## config.mk

```make
export PLATFORM = sky130hd
export DESIGN_NAME = alu_seq
export DESIGN_NICKNAME = d
export VERILOG_FILES = /design/src/rtl/alu_pkg.sv /design/src/rtl/alu_seq.sv
export SDC_FILE = /design/constraint.sdc
export NUM_CORES = 1
export LEC_CHECK = 0
export BUFFER_PORTS_ARGS = -buffer_cell sky130_fd_sc_hd__buf_2
export CORE_ASPECT_RATIO = 1.25
export CORE_MARGIN = 1
export CORE_UTILIZATION = 50
export DETAILED_ROUTE_END_ITERATION = 7
export PLACE_DENSITY = 0.79
export SLEW_MARGIN = 30
export SYNTH_ARGS = -nofsm -noshare
export SYNTH_HDL_FRONTEND = slang
export SYNTH_SLANG_ARGS = --single-unit
export TNS_END_PERCENT = 5
```

## constraint.sdc

```tcl
create_clock -name clk -period 2.4 [get_ports clk]
set_clock_uncertainty 0.15 [all_clocks]
set_input_delay 0 -clock clk [delete_from_list [all_inputs] [get_ports clk]]
set_output_delay 0 -clock clk [all_outputs]
set_load 0.03 [all_outputs]
```

## src/rtl/alu_pkg.sv

```systemverilog
// Shared encodings for the PI-path ALU: source selects, sequencer states, data width.
package alu_pkg;

  localparam int unsigned DATA_W = 16;
  localparam int unsigned SEL_W  = 3;

  localparam logic [SEL_W-1:0] SRC1_ACCUM  = 3'b000;
  localparam logic [SEL_W-1:0] SRC1_ITERM  = 3'b001;
  localparam logic [SEL_W-1:0] SRC1_ERROR  = 3'b010;
  localparam logic [SEL_W-1:0] SRC1_ERRDIV = 3'b011;
  localparam logic [SEL_W-1:0] SRC1_FWD    = 3'b100;

  localparam logic [SEL_W-1:0] SRC0_MEAS   = 3'b000;
  localparam logic [SEL_W-1:0] SRC0_INTGRL = 3'b001;
  localparam logic [SEL_W-1:0] SRC0_ICOMP  = 3'b010;
  localparam logic [SEL_W-1:0] SRC0_PCOMP  = 3'b011;
  localparam logic [SEL_W-1:0] SRC0_PTERM  = 3'b100;

  typedef enum logic [2:0] {
    ST_IDLE = 3'd0,
    ST_ERR  = 3'd1,
    ST_INTG = 3'd2,
    ST_ICMP = 3'd3,
    ST_PCMP = 3'd4,
    ST_ACC1 = 3'd5,
    ST_ACC2 = 3'd6
  } state_t;

  typedef struct packed {
    logic [SEL_W-1:0] src1sel;
    logic [SEL_W-1:0] src0sel;
    logic             multiply;
    logic             saturate;
    logic             sub;
    logic             mult2;
    logic             mult4;
  } alu_ctrl_t;

endpackage

```

## src/rtl/alu_seq.sv

```systemverilog
// Six-step PI update microsequencer: drives ALU selects/modes and stores each
// step's result in the operand registers that feed back into the ALU.
module alu_seq
  import alu_pkg::*;
#(
  parameter bit SAT_INTGRL = 1'b1
) (
  input  logic                clk,
  input  logic                rst_n,
  input  logic                start,
  input  logic [DATA_W-1:0]   target,
  input  logic                clr_intgrl,
  input  logic [1:0]          igain,
  input  logic [DATA_W-1:0]   dst,
  output logic [SEL_W-1:0]    src1sel,
  output logic [SEL_W-1:0]    src0sel,
  output logic                multiply,
  output logic                saturate,
  output logic                sub,
  output logic                mult2,
  output logic                mult4,
  output logic [DATA_W-1:0]   Accum,
  output logic [DATA_W-1:0]   Error,
  output logic [DATA_W-1:0]   Intgrl,
  output logic [DATA_W-1:0]   Icomp,
  output logic [DATA_W-1:0]   Pcomp,
  output logic [DATA_W-1:0]   ctrl_out,
  output logic                busy,
  output logic                done
);

  state_t    state, state_nxt;
  alu_ctrl_t ctrl, ctrl_nxt;
  logic      clr_pend;

  // State register; control lines are registered from the next state so they
  // line up with the state they describe.
  always_ff @(posedge clk) begin
    if (!rst_n) begin
      state <= ST_IDLE;
      ctrl  <= '0;
      busy  <= 1'b0;
    end else begin
      state <= state_nxt;
      ctrl  <= ctrl_nxt;
      busy  <= (state_nxt != ST_IDLE);
    end
  end

  always_comb begin
    state_nxt = state;
    ctrl_nxt  = '0;
    unique case (state)
      ST_IDLE: if (start) state_nxt = ST_ERR;
      ST_ERR:  state_nxt = ST_INTG;
      ST_INTG: state_nxt = ST_ICMP;
      ST_ICMP: state_nxt = ST_PCMP;
      ST_PCMP: state_nxt = ST_ACC1;
      ST_ACC1: state_nxt = ST_ACC2;
      ST_ACC2: state_nxt = ST_IDLE;
      default: state_nxt = ST_IDLE;
    endcase

    case (state_nxt)
      ST_ERR: begin
        ctrl_nxt.src1sel  = SRC1_ACCUM;
        ctrl_nxt.src0sel  = SRC0_MEAS;
        ctrl_nxt.sub      = 1'b1;
        ctrl_nxt.saturate = 1'b1;
      end
      ST_INTG: begin
        ctrl_nxt.src1sel  = SRC1_ERRDIV;
        ctrl_nxt.src0sel  = SRC0_INTGRL;
        ctrl_nxt.saturate = SAT_INTGRL;
      end
      ST_ICMP: begin
        ctrl_nxt.src1sel  = SRC1_ITERM;
        ctrl_nxt.src0sel  = SRC0_INTGRL;
        ctrl_nxt.multiply = 1'b1;
        // x4 takes priority when both gain bits are set
        ctrl_nxt.mult4    = igain[1];
        ctrl_nxt.mult2    = igain[0] & ~igain[1];
      end
      ST_PCMP: begin
        ctrl_nxt.src1sel  = SRC1_ERROR;
        ctrl_nxt.src0sel  = SRC0_PTERM;
        ctrl_nxt.multiply = 1'b1;
      end
      ST_ACC1: begin
        ctrl_nxt.src1sel  = SRC1_FWD;
        ctrl_nxt.src0sel  = SRC0_PCOMP;
        ctrl_nxt.saturate = 1'b1;
      end
      ST_ACC2: begin
        ctrl_nxt.src1sel  = SRC1_ACCUM;
        ctrl_nxt.src0sel  = SRC0_ICOMP;
        ctrl_nxt.saturate = 1'b1;
      end
      default: ;
    endcase
  end

  assign src1sel  = ctrl.src1sel;
  assign src0sel  = ctrl.src0sel;
  assign multiply = ctrl.multiply;
  assign saturate = ctrl.saturate;
  assign sub      = ctrl.sub;
  assign mult2    = ctrl.mult2;
  assign mult4    = ctrl.mult4;

  // Operand register bank; integrator clears are deferred to an IDLE cycle.
  always_ff @(posedge clk) begin
    if (!rst_n) begin
      Accum    <= '0;
      Error    <= '0;
      Intgrl   <= '0;
      Icomp    <= '0;
      Pcomp    <= '0;
      ctrl_out <= '0;
      done     <= 1'b0;
      clr_pend <= 1'b0;
    end else begin
      done <= 1'b0;
      if (state == ST_IDLE) begin
        clr_pend <= 1'b0;
        if (clr_pend || clr_intgrl) Intgrl <= '0;
        if (start) Accum <= target;
      end else begin
        clr_pend <= clr_pend | clr_intgrl;
      end
      case (state)
        ST_ERR:  Error  <= dst;
        ST_INTG: Intgrl <= dst;
        ST_ICMP: Icomp  <= dst;
        ST_PCMP: Pcomp  <= dst;
        ST_ACC1: Accum  <= dst;
        ST_ACC2: begin
          Accum    <= dst;
          ctrl_out <= dst;
          done     <= 1'b1;
        end
        default: ;
      endcase
    end
  end

endmodule

```

==> results.sh <==
export IMPL_hold_class="primary input to register"
export IMPL_vias_in_the_first_global_route=4170
export IMPL_synthesis_area_per_instance_sq_um=9.13
export IMPL_cts_tree="done"
export IMPL_post_route_cells_drive_above_1_share_pct=30.3
export IMPL_finalSetupTns_ns=0
export IMPL_hpwlAfterDp_um=8400
export IMPL_final_nets=712
export IMPL_die_w_um=86.4
export IMPL_synthToLayoutAreaGrowth_pct=40.0
export IMPL_overall_power_consumption_w=0.00512
export IMPL_initial_core_util_pct=51.4
export IMPL_worst_setup_path_end_kind="register"
export IMPL_placedInstanceArea_sq_mm=0.00522
export IMPL_slew_headroom_pct=53.0
export IMPL_syn_nets=529
export IMPL_cp_buffers_inverters=2
export IMPL_ys_warn_count=0
export IMPL_crit_path_start_kind="register"
export IMPL_final_cell_mix="sky130_fd_sc_hd__nand2_1, sky130_fd_sc_hd__buf_2, sky130_fd_sc_hd__dfxtp_1"
export IMPL_cts_made_buffers=17
export IMPL_stdcell_area_sq_mm=0.00623
export IMPL_global_route_wire_length_before_repair_um=20600
export IMPL_grt_total_usage_pct=29.4
export IMPL_design_portCount=147
export IMPL_totalWireLength_um=13400
export IMPL_cts_root_to_sink_buffers=2
export IMPL_crit_path_top_delay_cell="sky130_fd_sc_hd__dlygate4sd3_1"
export IMPL_clock_root_buffer="sky130_fd_sc_hd__clkbuf_8"
export IMPL_numPortBuffers=146
export IMPL_clkSlewWorstSetupHoldPaths_ns=0.05
export IMPL_yosys_register_bits=113
export IMPL_synth_cells=487
export IMPL_layout_min_cycle_time_ns=2.22
export IMPL_timing_worst_setup_path_type="register to register"
export IMPL_fp_rows=38
export IMPL_maxClockFrequency_mhz=451
export IMPL_grt_setup_unrepaired="false"
export IMPL_power_leakage_nw=2.67
export IMPL_cp_max_fo=12
export IMPL_design_core_area_sq_mm=0.00865
export IMPL_setup_viol=0
export IMPL_antenna_found_initial=0
export IMPL_number_of_vias_per_cell=5.38
export IMPL_outcome="finished, final reports clean"
export IMPL_htree_levels=4
export IMPL_cpLargestDelayFamily="buffers and inverters"
export IMPL_diodes=0
export IMPL_drtAntennaViolNets=0
export IMPL_detailedRoute_firstIterationViolations=356
export IMPL_clock_latency_reported_for_the_late_side_of_the_worst_skew_pair_ns=0.51
export IMPL_synthesis_area_sq_mm=0.00445
export IMPL_finalHoldViolCount=0
export IMPL_fp_dieArea_sq_mm=0.00928
export IMPL_die_y_um=107
export IMPL_worst_pin_slew_ns=0.706
export IMPL_crit_path_cell_trace="buf_4, nor4b_2, nand2_1, dlygate4sd3_1, a31oi_1"
export IMPL_drt_pre_antenna_iters=4
export IMPL_final_min_period_over_clock_period_pct=92.4
export IMPL_num_vias=4307
export IMPL_delay_of_the_slowest_cell_on_the_worst_path_ns=0.58
export IMPL_grt_ovfl_total=0
export IMPL_cts_num_sinks=113
export IMPL_drc_errors=0
export IMPL_power_ir_vdd_worst_mv=0.622
export IMPL_mostFrequentLayoutCell="sky130_fd_sc_hd__nand2_1"
export IMPL_ys_seq_area_share_pct=50.9
export IMPL_max_cap_violations=0
export IMPL_grt_max_degree=56
export IMPL_placer_congestion=0.872
export IMPL_post_synth_num_cell_types=45
export IMPL_cp_required_ns=2.68
export IMPL_hold_slack_ns=0.114
export IMPL_critical_path_arrival_ns=2.50
export IMPL_power_per_standard_cell_area_mw_per_mm2=823
export IMPL_slew_violations=0
export IMPL_routed_wire_length_per_instance_um=16.8
-- cell usage after synthesis (all sizes together) --
master / instances / area [sq um]
a32oi: 2 / 17.5
a211oi: 1 / 7.51
nor4b: 3 / 32.5
ha: 4 / 50.1
a2111oi: 1 / 8.76
o221a: 13 / 146
o221ai: 1 / 8.76
nor3: 4 / 25.0
nand3b: 2 / 15.0
nand2: 150 / 563
a21boi: 82 / 616
inv: 3 / 11.3
clkbuf: 18 / 67.6
or4b: 1 / 13.8
a21oi: 2 / 10.0
o211ai: 2 / 15.0
nor2b: 1 / 6.26
xor2: 1 / 8.76
xnor2: 1 / 8.76
and2: 4 / 25.0
nor2: 7 / 26.3
buf: 19 / 126
a31oi: 2 / 12.5
o21a: 13 / 97.6
or3b: 2 / 17.5
a22oi: 1 / 7.51
nor4: 1 / 6.26
o21ai: 18 / 101
o31ai: 3 / 22.5
nor3b: 5 / 58.8
nand2b: 2 / 12.5
or2: 2 / 12.5
dfxtp: 113 / 2260
and3b: 3 / 26.3
-- stage by stage --
stage | util, % | setup WS [ns] | std cells
2_1_floorplan | - | 0.413 | 487
3_3_place_gp | 60.3 | 0.375 | 727
3_5_place_dp | 60.3 | 0.339 | 727
4_1_cts | 71.8 | 0.0676 | 799
5_1_grt | 72.0 | 0.0152 | 800
6_report | 72.0 | 0.182 | 800
-- logic make-up after synthesis --
group,share of synthesized area (%)
adder cells (fa/ha/maj),1.13
XOR/XNOR,0.394
flip-flops,50.9
buffers and inverters,4.61
AO/OA/AOI/OAI,24.1
AND/OR/NAND/NOR,18.9
-- power by group --
group | switching, W | leakage, nW | internal (W) | total [W]
Sequential | 0.0000553 | 0.918 | 0.00196 | 0.00202
Combinational | 0.000439 | 1.47 | 0.000260 | 0.000698
Clock | 0.000798 | 0.280 | 0.00161 | 0.00241
Total | 0.00129 | 2.67 | 0.00383 | 0.00512
-- final timing paths --
path,endpoint,cells past startpoint,startpoint,slack [ns]
worst max-delay path,Accum[0],5,state[1],0.18
worst min-delay path,mult4,3,igain[1],0.11
worst max register to register,Accum[0],5,state[1],0.18
worst min register to register,Error[15],2,Error[15],0.31
-- registers in the layout, summed over array words and instances, names as in the netlist --
signal,flops
Accum,16
Intgrl,16
Pcomp,16
clr_pend,1
src1sel,3
busy,1
ctrl_out,16
mult2,1
saturate,1
Error,16
multiply,1
state,3
done,1
mult4,1
Icomp,16
src0sel,3
sub,1
-- what timing repair did --
item,CTS,global route
resized for setup,0,3
hold endpoints to repair,113,0
setup endpoints to repair,0,1
buffers inserted,0,1
hold buffers,43,0
-- per-layer routing --
| metal | track usage, % | wire [um] |
|---|---|---|
| met4 | 16.7 | 596 |
| met1 | 32.0 | 5320 |
| met2 | 51.3 | 6790 |
| met5 | 0 | 0 |
| met3 | 7.59 | 711 |
-- worst min-delay path: cells and delay by family --
family | cells | cell delay, ns
simple gates | 1 | 0.11
buf+inv | 2 | 0.63
-- cell type report --
class,count,area [sq um]
fill,675,2430
clock buffer,22,453
inverter,3,11.3
timing repair buffer,201,1250
sequential,113,2260
multi-input combinational,334,1990
tap,120,150
clock inverter,7,110
(Power assumes the default switching activity.)
